## config.mk

```make
export PLATFORM = sky130hd
export DESIGN_NAME = instr_sequencer
export DESIGN_NICKNAME = d
export VERILOG_FILES = /design/src/rtl/instr_sequencer.sv
export SDC_FILE = /design/constraint.sdc
export NUM_CORES = 1
export LEC_CHECK = 0
export CELL_PAD_IN_SITES_DETAIL_PLACEMENT = 1
export CELL_PAD_IN_SITES_GLOBAL_PLACEMENT = 1
export CORE_MARGIN = 8
export CORE_UTILIZATION = 35
export DETAILED_ROUTE_END_ITERATION = 6
export PLACE_DENSITY = 0.69
export SYNTH_ARGS = -nofsm -noshare
export SYNTH_HDL_FRONTEND = slang
export SYNTH_SLANG_ARGS = --single-unit
```

## constraint.sdc

```tcl
create_clock -name clock -period 3.68 [get_ports clock]
set_clock_uncertainty 0.2 [all_clocks]
set_input_delay 0.368 -clock clock [delete_from_list [all_inputs] [get_ports clock]]
set_output_delay 0.368 -clock clock [all_outputs]
set_load 0.02 [all_outputs]
```

## src/rtl/instr_sequencer.sv

```systemverilog
// instr_sequencer: program sequencer for the register-file control unit.
// Holds a writable instruction memory and fetches it in order. Each
// instruction is issued with a one-cycle go strobe and its decoded register
// fields. The sequencer then waits for done and advances to the next word.
// Execution stops on a HALT opcode (4'hF), at the last memory word, or when
// done does not arrive in time.
//
// Ports:
//   clock, reset       rising-edge clock; synchronous active-high reset
//   start              begin execution at pc 0 (honoured in IDLE / HALT)
//   prog_we/addr/data  instruction-memory write port (ignored while busy)
//   done               control unit finished the issued instruction
//   go                 one-cycle issue strobe
//   opcode/dst/src1/src2  decoded fields of the current instruction
//   pc                 address of the current instruction
//   busy/halted/error  state flags (FETCH|ISSUE|WAIT, HALT, ERROR)
//   retired            completed-instruction count, wraps
module instr_sequencer #(
  parameter int unsigned WIDTH      = 16,
  parameter int unsigned DEPTH      = 8,
  parameter int unsigned PROG_DEPTH = 16,
  parameter int unsigned TIMEOUT    = 64
) (
  input  logic                          clock,
  input  logic                          reset,
  input  logic                          start,
  input  logic                          prog_we,
  input  logic [$clog2(PROG_DEPTH)-1:0] prog_addr,
  input  logic [WIDTH-1:0]              prog_data,
  input  logic                          done,
  output logic                          go,
  output logic [3:0]                    opcode,
  output logic [$clog2(DEPTH)-1:0]      dst,
  output logic [$clog2(DEPTH)-1:0]      src1,
  output logic [$clog2(DEPTH)-1:0]      src2,
  output logic [$clog2(PROG_DEPTH)-1:0] pc,
  output logic                          busy,
  output logic                          halted,
  output logic                          error,
  output logic [WIDTH-1:0]              retired
);

  localparam int unsigned RW  = $clog2(DEPTH);
  localparam int unsigned PW  = $clog2(PROG_DEPTH);
  localparam int unsigned TW  = ($clog2(TIMEOUT) > 0) ? $clog2(TIMEOUT) : 1;
  localparam int unsigned LOW = WIDTH - 4 - 3 * RW;

  typedef enum logic [2:0] {
    S_IDLE,
    S_FETCH,
    S_ISSUE,
    S_WAIT,
    S_HALT,
    S_ERROR
  } state_t;

  state_t           state;
  logic [WIDTH-1:0] mem [PROG_DEPTH];
  logic [WIDTH-1:0] ir;
  logic [WIDTH-1:0] fetch_word;
  logic [TW-1:0]    wait_cnt;
  logic             prog_ok;

  // Memory is writable only while nothing is executing.
  assign prog_ok    = (state == S_IDLE) || (state == S_HALT) || (state == S_ERROR);
  assign fetch_word = mem[pc];

  // Instruction memory; deliberately not reset.
  always_ff @(posedge clock) begin
    if (prog_we && prog_ok) begin
      mem[prog_addr] <= prog_data;
    end
  end

  // Field decode straight from the instruction register.
  assign opcode = ir[WIDTH-1 -: 4];
  assign dst    = ir[WIDTH-5 -: RW];
  assign src1   = ir[WIDTH-5-RW -: RW];
  assign src2   = ir[WIDTH-5-2*RW -: RW];

  if (LOW > 0) begin : g_low_bits
    logic unused_low;
    assign unused_low = ^ir[LOW-1:0];
  end

  // Sequencer FSM with registered outputs.
  always_ff @(posedge clock) begin
    if (reset) begin
      state    <= S_IDLE;
      go       <= 1'b0;
      ir       <= '0;
      pc       <= '0;
      busy     <= 1'b0;
      halted   <= 1'b0;
      error    <= 1'b0;
      retired  <= '0;
      wait_cnt <= '0;
    end else begin
      go <= 1'b0;
      case (state)
        S_IDLE, S_HALT: begin
          if (start) begin
            state   <= S_FETCH;
            pc      <= '0;
            retired <= '0;
            busy    <= 1'b1;
            halted  <= 1'b0;
          end
        end

        // Latch the word; a HALT opcode stops here so no go is ever issued for it.
        S_FETCH: begin
          ir <= fetch_word;
          if (fetch_word[WIDTH-1 -: 4] == 4'hF) begin
            state  <= S_HALT;
            busy   <= 1'b0;
            halted <= 1'b1;
          end else begin
            state <= S_ISSUE;
            go    <= 1'b1;
          end
        end

        // done during the go cycle is not an acknowledge.
        S_ISSUE: begin
          state    <= S_WAIT;
          wait_cnt <= '0;
        end

        // done takes priority over an expiring timeout in the same cycle.
        S_WAIT: begin
          if (done) begin
            retired <= retired + WIDTH'(1);
            if (pc == PW'(PROG_DEPTH - 1)) begin
              state  <= S_HALT;
              busy   <= 1'b0;
              halted <= 1'b1;
            end else begin
              pc    <= pc + PW'(1);
              state <= S_FETCH;
            end
          end else if (wait_cnt == TW'(TIMEOUT - 1)) begin
            state <= S_ERROR;
            busy  <= 1'b0;
            error <= 1'b1;
          end else begin
            wait_cnt <= wait_cnt + TW'(1);
          end
        end

        S_ERROR: begin
          state <= S_ERROR;
        end

        default: begin
          state  <= S_IDLE;
          busy   <= 1'b0;
          halted <= 1'b0;
          error  <= 1'b0;
        end
      endcase
    end
  end

endmodule

```

# --- Yosys cells after proc, flatten, opt, wreduce, memory -nomap -nowiden ---
# Memories as Yosys holds them, arrays and structs flattened. A register that Yosys moved wholly into a read port is not among the register bits.
# Cells that the tools add are included.
# Widths: inputs -> output; s select.
word_totals:
  register_bits: 49
  elab_cells: 86
  memories: 1
  output_inout_bits: 37
  ramBits: 256
  inputBits: 25
mem_list:
  columns: ["memory", "depth", "word_bits", "rd", "rd_ports_with_merged_regs", "wr", "line", "rtl"]
  rows:
  - ["mem", 16, 16, 1, 1, 1, "58", "logic [WIDTH-1:0] mem [PROG_DEPTH];"]
classes:
  muxes: 35
  n_reduce_logical: 17
  eq_ne: 18
  n_bitwise: 3
  addsub: 3
op_table:
  columns: ["operator", "n"]
  rows:
  - ["$mux 16", 2]
  - ["$pmux 16 s2", 1]
  - ["$mux 4", 5]
  - ["$add 16x1->16 const B", 1]
  - ["$ne 2x2->1 const B", 8]
  - ["$mux 3", 5]
  - ["$pmux 3 s5", 1]
  - ["$mux 1", 14]
  - ["$mux 6", 2]
  - ["$pmux 6 s2", 1]
  - ["$reduce_and 5->1", 2]
  - ["$reduce_and 3->1", 3]
  - ["$eq 4x4->1 const B", 2]
  - ["$pmux 1 s4", 2]
  - ["$pmux 4 s2", 1]
  - ["$add 6x1->6 const B", 1]
  - ["$eq 3x2->1 const B", 2]
  - ["$eq 3x3->1 const B", 2]
  - ["$eq 6x6->1 const B", 1]
  - ["$ne 3x3->1 const B", 2]
  - ["$reduce_or 2->1", 3]
  - ["$reduce_or 5->1", 1]
  - ["$add 4x1->4 const B", 1]
  - ["$reduce_and 4->1", 1]
  - ["8 further kinds", 12]

# --- Depth between registers and ports, before layout ---
# Gate-level depths: netlist of run 1.
logic_depth:
  word_depth: 6
  depth_mapped: 7

# --- Worst setup path before layout of run 1 ---
# Ideal clock, no wire load.
synth_timing:
  kind: "register to register"
  startpoint: "register state[1]"
  endpoint: "memory mem[0][10] (enable)"
  setup_time_ns: 0.399
  arrival_time_ns: 2.266
  path_stages_with_launch: 6
  path_slack_ns: 0.814
  synth_period_minus_slack_ns: 2.866
  path_cell_list: "dfxtp_1 clkbuf_1 inv_1 and3_1 or3b_2 nor3_1"
synth_via:
  elab_chain_len: 6
  word_cells_on_any_way: 8
  classes_between: "2 x eq/ne; 2 x mux; 4 x reduce/logical"
synth_rtl:
  columns: ["item", "line", "rtl"]
  rows:
  - ["start, declared", "57", "state_t state;"]
  - ["start signal, assigned", "89", "state <= S_IDLE;"]
  - ["start signal, assigned", "103", "state <= S_FETCH;"]
  - ["start signal, assigned", "115", "state <= S_HALT;"]
  - ["$eq 3x3->1 or $logic_not 3->1 (tied branches)", "65", "assign prog_ok = (state == S_IDLE) || (state == S_HALT) || (state == S_ERROR);"]
  - ["$logic_or 1x1->1", "65", null]
  - ["$logic_or 1x1->1 (*)", "65", null]
  - ["$logic_and 1x1->1 (*)", "70", "if (prog_we && prog_ok) begin"]
  - ["$mux 1 (*)", "70", null]
  - ["$mux 1 (not written as such) (*)", "71", "mem[prog_addr] <= prog_data;"]
  - ["end, declared", "58", null]
# Mark *: on every way between the ends. The rest lies on a longest branch, timed or not.

# --- Worst setup path after layout of run 1 ---
layout_timing:
  startpoint: "register state[2]"
  endpoint: "memory mem[6][7] (enable)"
# Same word-level chain as after synthesis.

==> out/metrics.csv, run 1 <==
metric;value;unit
clock share of power;42.3;%
WS Path Type;reg -> reg;
post-synthesis adder-cell area fraction;0.373;%
kind of start point of the critical path;flop;
final hold violation count;0;
top post-synthesis cells by area;edfxtp_1 (62%), mux4_2 (14%), dfxtp_1 (9.9%);
FILL cells;2845;
Setup Total Neg Slack;0;ps
status;completed;
via count;5417;
internal power;4.81;mW
root buffer cell;clkbuf_16;
Power Total;6.05;mW
worst-path fanout max;9;
RSZ-0062 raised after global routing;no;
pwr/cell area;501;nW/um^2
clock latency on the worst-skew pair;520;ps
final setup fails;0;
list of most frequent post-synthesis cells;edfxtp_1 (208), mux4_2 (61), dfxtp_1 (50);
Compound-Gate Fraction of Synth Area;3.73;%
Nets;687;
CTS clk-pin slew, worst paths;60;ps
Syn Nets;599;
CTS buffer count;27;
CTS-repair resized insts;0;
FF-to-FF Start;state[2]$_SDFFE_PP0P_;
share of cells above drive strength 1;20.0;%
Core Area;28500;sq um
Final Util;42.3;%
DR iter-0 viols;413;
Arrival @ worst endpoint;2630;ps
Clock Path Buffers;3;
worst reg-to-reg setup slack;1070;ps
Post-Synth Simple-Gate Area;7.11;%
worst hold path class;reg -> reg;
post-synthesis sequential area ratio;72.0;%
Remaining DRCs;0;
post-synthesis mux area share;13.7;%
Async SR Flop Fraction;0;%
Worst EP required;3700;ps
DR pass1 iterations;4;
synth warn;0;
Max Transition Viols Final;0;
beginning of the critical path;state[2]$_SDFFE_PP0P_;
Layout area overhead;20.0;%
Syn Area/Cell;17.6;sq um
min Tclk post-route;2610;ps
sequential power share;53.3;%
FF-to-FF End;mem[6][7]$_DFFE_PP_;
cell area after layout;12100;sq um
die area;34500;sq um
Avg Vias per Cell;5.10;
wire length of the first global-routing pass;36000;um
post-synth top area share;62.0;%
number of synthesized flops with an enable pin;208;
H-tree depth;1;
P_sw;1.24;mW
worst r2r path cells;6;
largest family of logic cells by synthesized area;multiplexers;
period utilisation layout;71.0;%
combinational power share;4.4;%
Max-Cap Viols;0;
FF+latch count, synth;258;
Routability Congestion;0.828;
GRT Total Usage;13.8;%
Post-CTS Setup Inserts;0;
Top FF cell, synth;edfxtp_1;
xor/xnor share of the synthesized area;1.57;%
port buffer count;58;
count leader, synth;edfxtp_1;
vias in the first global route;6017;
slew margin rel.;25.6;%
Chip Height;186;um
Worst-Margin Slew;1110;ps
I/O pin count;62;
hold_sp;ir[6]$_SDFFE_PP0N_;
diodes inserted;0;
CP Capture Type;flop;
Cell Area, Synth;10100;sq um
Synth area leader;edfxtp_1;
drt total wl;23100;um
Die Span X;186;um
pin count of the biggest net entering global routing;45;
worst vdd ir;0.349;mV
Row Count;62;
Antenna Nets Post-Route;0;
Netlist cell types;52;
overflow left after global routing;0;
Final HPWL DP;15300;um
Switching Share;20.6;%
Gate Count Post-Synth;571;
CTS tree;built;
cell leakage power;3.76;nW
wire per inst;21.7;um
crit path to;mem[6][7]$_DFFE_PP_;
hold buffers post-CTS;0;
antenna violations before repair;0;
clk sinks;258;
initial core utilization;35.3;%
FMAX;383;MHz
Area after DPL;11200;sq um
## flip-flops by register name, summed over array words and instances, names as in the netlist, named ones only
register,cells
state,3
mem,208
error,1
busy,1
go,1
wait_cnt,6
pc,4
ir,13
retired,16
halted,1
## metrics by stage
stage | setup WS, ps | hold slack [ps] | std cells
6_report | 1070 | 268 | 1063
5_1_grt | 878 | 284 | 1063
4_1_cts | 1010 | 273 | 1063
3_5_place_dp | 912 | 267 | 1014
3_3_place_gp | 1030 | 257 | 1014
2_1_floorplan | 814 | 267 | 571
## kinds of logic (layout without fill, tap and decap cells)
logic type      count (synthesis)  after routing
fa+ha+maj                       3              3
compound gates                 55             55
mux                            62             62
simple gates                  146            146
buf+inv                        29            137
xor+xnor                       18             18
flops                         258            258
## cells in the final DEF (no fill, tap or decap), types with 4 or more instances in the layout
| cell type | n |
|---|---|
| and3_1 | 7 |
| nor2b_1 | 5 |
| nor3_2 | 5 |
| inv_1 | 5 |
| a31oi_1 | 4 |
| a21oi_1 | 23 |
| buf_4 | 22 |
| o21ai_0 | 7 |
| edfxtp_1 | 208 |
| nand4_1 | 6 |
| mux4_2 | 61 |
| xor2_1 | 9 |
| clkbuf_1 | 9 |
| clkbuf_16 | 27 |
| nor3_1 | 5 |
| xnor2_1 | 9 |
| clkdlybuf4s50_1 | 58 |
| dfxtp_1 | 48 |
| nand3_1 | 16 |
| o2111ai_1 | 4 |
| a22oi_1 | 4 |
| clkinv_1 | 4 |
| nand2_1 | 37 |
| nand3b_1 | 4 |
| nor2_1 | 44 |
## final cells by class
type | count | area [sq um] | share of cell area, %
Clock buffer | 37 | 723 | 5.99
Clock inverter | 12 | 113 | 0.932
Inverter | 5 | 18.8 | 0.155
Multi-Input combinational cell | 284 | 2690 | 22.3
Sequential cell | 258 | 7250 | 60.0
Tap cell | 384 | 480 | 3.98
Timing Repair Buffer | 83 | 806 | 6.67
## power by group through the flow
stage	sequential (mW)	clock (mW)	combinational, mW
floorplan	3.29	0	0.122
detailed placement	3.29	0	0.271
global placement	3.28	0	0.256
finish	3.22	2.56	0.267
global route	3.23	2.74	0.292
CTS	3.22	2.64	0.272
## critical path, cell delays in order (launching register included)
cell,delay (ps)
dfxtp_1,450
inv_1,150
nand2_1,120
and3_1,350
nand3b_1,270
nor2_1,440
buf_4,310
## metal layers
layer	track usage, %	vias to the layer above	share of wire [%]
met5	0	-	0
met4	3.40	0	1.6
met3	2.38	27	5.9
met2	24.0	146	50
met1	17.6	2797	42
li1	-	2447	-
## how the worst min path moves through the flow
stage / to / depth (start not counted)
floorplan: mem[0][10]$_DFFE_PP_ / 0
global placement: ir[11]$_SDFFE_PP0N_ / 2
detailed placement: ir[5]$_SDFFE_PP0N_ / 2
CTS: ir[6]$_SDFFE_PP0N_ / 2
global route: ir[6]$_SDFFE_PP0N_ / 2
finish: ir[6]$_SDFFE_PP0N_ / 2
Note: power is estimated with default switching activity, not from simulation.
==> run 2: changes to the inputs <==
--- a/config.mk
+++ b/config.mk
@@ -10,7 +10,7 @@
 export CORE_MARGIN = 8
 export CORE_UTILIZATION = 35
 export DETAILED_ROUTE_END_ITERATION = 6
-export PLACE_DENSITY = 0.69
+export PLACE_DENSITY = 0.71
 export SYNTH_ARGS = -nofsm -noshare
 export SYNTH_HDL_FRONTEND = slang
 export SYNTH_SLANG_ARGS = --single-unit
==> constraint.sdc (replaced) <==
create_clock -name clock -period 2.3 [get_ports clock]
set_clock_uncertainty 0.2 [all_clocks]
set_input_delay 0.23 -clock clock [delete_from_list [all_inputs] [get_ports clock]]
set_output_delay 0.23 -clock clock [all_outputs]
set_load 0.02 [all_outputs]
==> run 2 against run 1 <==
Effect of this change:
- total power is 68% higher
- sequential share of layout area is 2.7 points lower
- register-to-register slack worse by 1000 ps
- non-clock buffer count is 33 higher
- fmax is 16% higher
- critical endpoint is now ir[5]$_SDFFE_PP0N_
==> out/metrics.csv, run 2 (synthesis gave the netlist of run 1 again) <==
metric;value;unit;change
Chip Height;186;um;unchanged
WS Path Type;reg -> reg;;
wire per inst;22.3;um;+2.6%
DR iter-0 viols;379;;-8.2%
drt total wl;24500;um;+5.9%
Post-Layout Cell Count;1097;;+3.2%
RSZ-0062 raised after global routing;yes;;
pwr/cell area;804;nW/um^2;+61%
antenna violations before repair;0;;unchanged
clk sinks;258;;unchanged
via count;5681;;+4.9%
worst-path fanout max;5;;-4
final setup fails;0;;unchanged
clock share of power;44.4;%;+2.1 points
Routability Congestion;0.846;;+2.2%
Final HPWL DP;16400;um;+7.2%
Switching Share;20.8;%;+0.24 points
Worst EP required;2520;ps;-1180 ps
Avg Vias per Cell;5.18;;+1.6%
DR pass1 iterations;4;;unchanged
Layout area overhead;25.6;%;
I/O pin count;62;;unchanged
Core Area;28500;sq um;unchanged
Worst-Margin Slew;671;ps;-441 ps
pin count of the biggest net entering global routing;31;;-31%
most frequent cells in the layout;edfxtp_1 (208), mux4_2 (61), clkdlybuf4s50_1 (58);;
CP Capture Type;flop;;
sequential power share;50.7;%;-2.6 points
FMAX;445;MHz;+16%
vias in the first global route;6162;;+2.4%
combinational power share;4.9;%;+0.5 points
worst hold path class;in -> reg;;
Antenna Nets Post-Route;0;;unchanged
cell leakage power;4.03;nW;+7.2%
Nets;720;;+4.8%
Remaining DRCs;0;;unchanged
Die Span X;186;um;unchanged
diodes inserted;0;;unchanged
Max Transition Viols Final;0;;unchanged
CTS tree;built;;
max FFs per register;208;;unchanged
Setup Total Neg Slack;0;ps;unchanged
most common cell after layout, fill and taps aside;edfxtp_1;;
port buffer count;58;;unchanged
clock latency on the worst-skew pair;540;ps;+20 ps
wire length of the first global-routing pass;37100;um;+3.1%
slew margin rel.;55.1;%;+30 points
final hold violation count;0;;unchanged
Max-Cap Viols;0;;unchanged
Arrival @ worst endpoint;2470;ps;-160 ps
period utilisation layout;97.8;%;+27 points
Row Count;62;;unchanged
largest register by flop count;mem;;
internal power;8.06;mW;+68%
worst vdd ir;0.517;mV;+48%
CTS buffer count;27;;unchanged
FILL cells;2823;;-0.77%
CTS clk-pin slew, worst paths;60;ps;about the same
P_sw;2.11;mW;+70%
share of cells above drive strength 1;24.8;%;+4.8 points
top flop regs;mem x208, retired x16, ir x13;;
H-tree depth;1;;unchanged
GRT Total Usage;14.3;%;+0.51 points
status;completed;;
Clock Path Buffers;3;;unchanged
overflow left after global routing;0;;unchanged
hold buffers post-CTS;0;;unchanged
placed cell count;1042;;+2.8%
min Tclk post-route;2250;ps;-362 ps
initial core utilization;35.3;%;unchanged
die area;34500;sq um;unchanged
kind of start point of the critical path;flop;;
root buffer cell;clkbuf_16;;
==> run 2: cell count changes in the layout (fill, tap and decap cells not counted), moves of 2 or more <==
cell       previous run  this run
buf_12                3        14
nor2_2                0         3
clkbuf_1              9         7
nor2_1               44        41
bufinv_16             2         5
buf_4                22        41
buf_16                0         2
==> run 2: routing by layer <==
metal  global-route usage [%]  part of all wire, %
met5                        0                    0
met4                     3.65                  1.8
met3                     2.87                  5.7
met2                     25.4                   51
met1                     17.5                   41
==> run 2: layout make-up <==
cell class | count | area [sq um] | share of cell area [%]
sequential | 258 | 7250 | 57.4
multi-input combinational | 284 | 2720 | 21.5
clock inverter | 16 | 221 | 1.75
inverter | 5 | 18.8 | 0.148
timing repair buffer | 116 | 1250 | 9.88
tap | 384 | 480 | 3.80
clock buffer | 34 | 702 | 5.55
==> run 2: repair_timing <==
item / 4_1_cts / 5_1_grt
gates resized for setup: 0 / 5
setup endpoints to repair: 1 / 10
buffers inserted: 0 / 3
cloned: 1 / 1
pin swaps: 0 / 3
==> run 2: final timing paths <==
| path | cells past startpoint | slack, ps | startpoint | end |
|---|---|---|---|---|
| worst max-delay path | 6 | 50 | flop | ir[5]$_SDFFE_PP0N_ |
| worst min register to register | 2 | 260 | ir[8]$_SDFFE_PP0N_ | ir[8]$_SDFFE_PP0N_ |
| worst max register to register | 6 | 50 | flop | ir[5]$_SDFFE_PP0N_ |
| worst min-delay path | 2 | 210 | reset | retired[1]$_SDFFE_PP0P_ |
==> run 2: power by group through the flow <==
stage | logic, mW | clock network [mW] | registers, mW
after floorplan | 0.198 | 0 | 5.27
after global placement | 0.471 | 0 | 5.24
after detailed placement | 0.497 | 0 | 5.25
after CTS | 0.503 | 4.60 | 5.15
after global routing | 0.543 | 4.78 | 5.16
final | 0.503 | 4.52 | 5.15
==> run 2: worst max-delay path: stages (launching register included) <==
cell,delay [ps]
dfxtp_4,410
buf_4,180
buf_16,140
mux4_2,520
mux4_2,530
nand2_1,100
a21oi_1,50
==> run 2: stage by stage <==
| step | util, % | setup slack (ps) | hold WS (ps) | instance area (sq um) | total power, mW |
|---|---|---|---|---|---|
| floorplan | - | 42.8 | 129 | 10100 | 5.47 |
| global placement | 40.7 | -13.0 | 250 | 11600 | 5.71 |
| detailed placement | 40.7 | -44.0 | 252 | 11600 | 5.75 |
| CTS | 44.1 | 3.80 | 187 | 12600 | 10.3 |
| global route | 44.3 | -10.8 | 206 | 12600 | 10.5 |
| finish | 44.3 | 51.4 | 209 | 12600 | 10.2 |
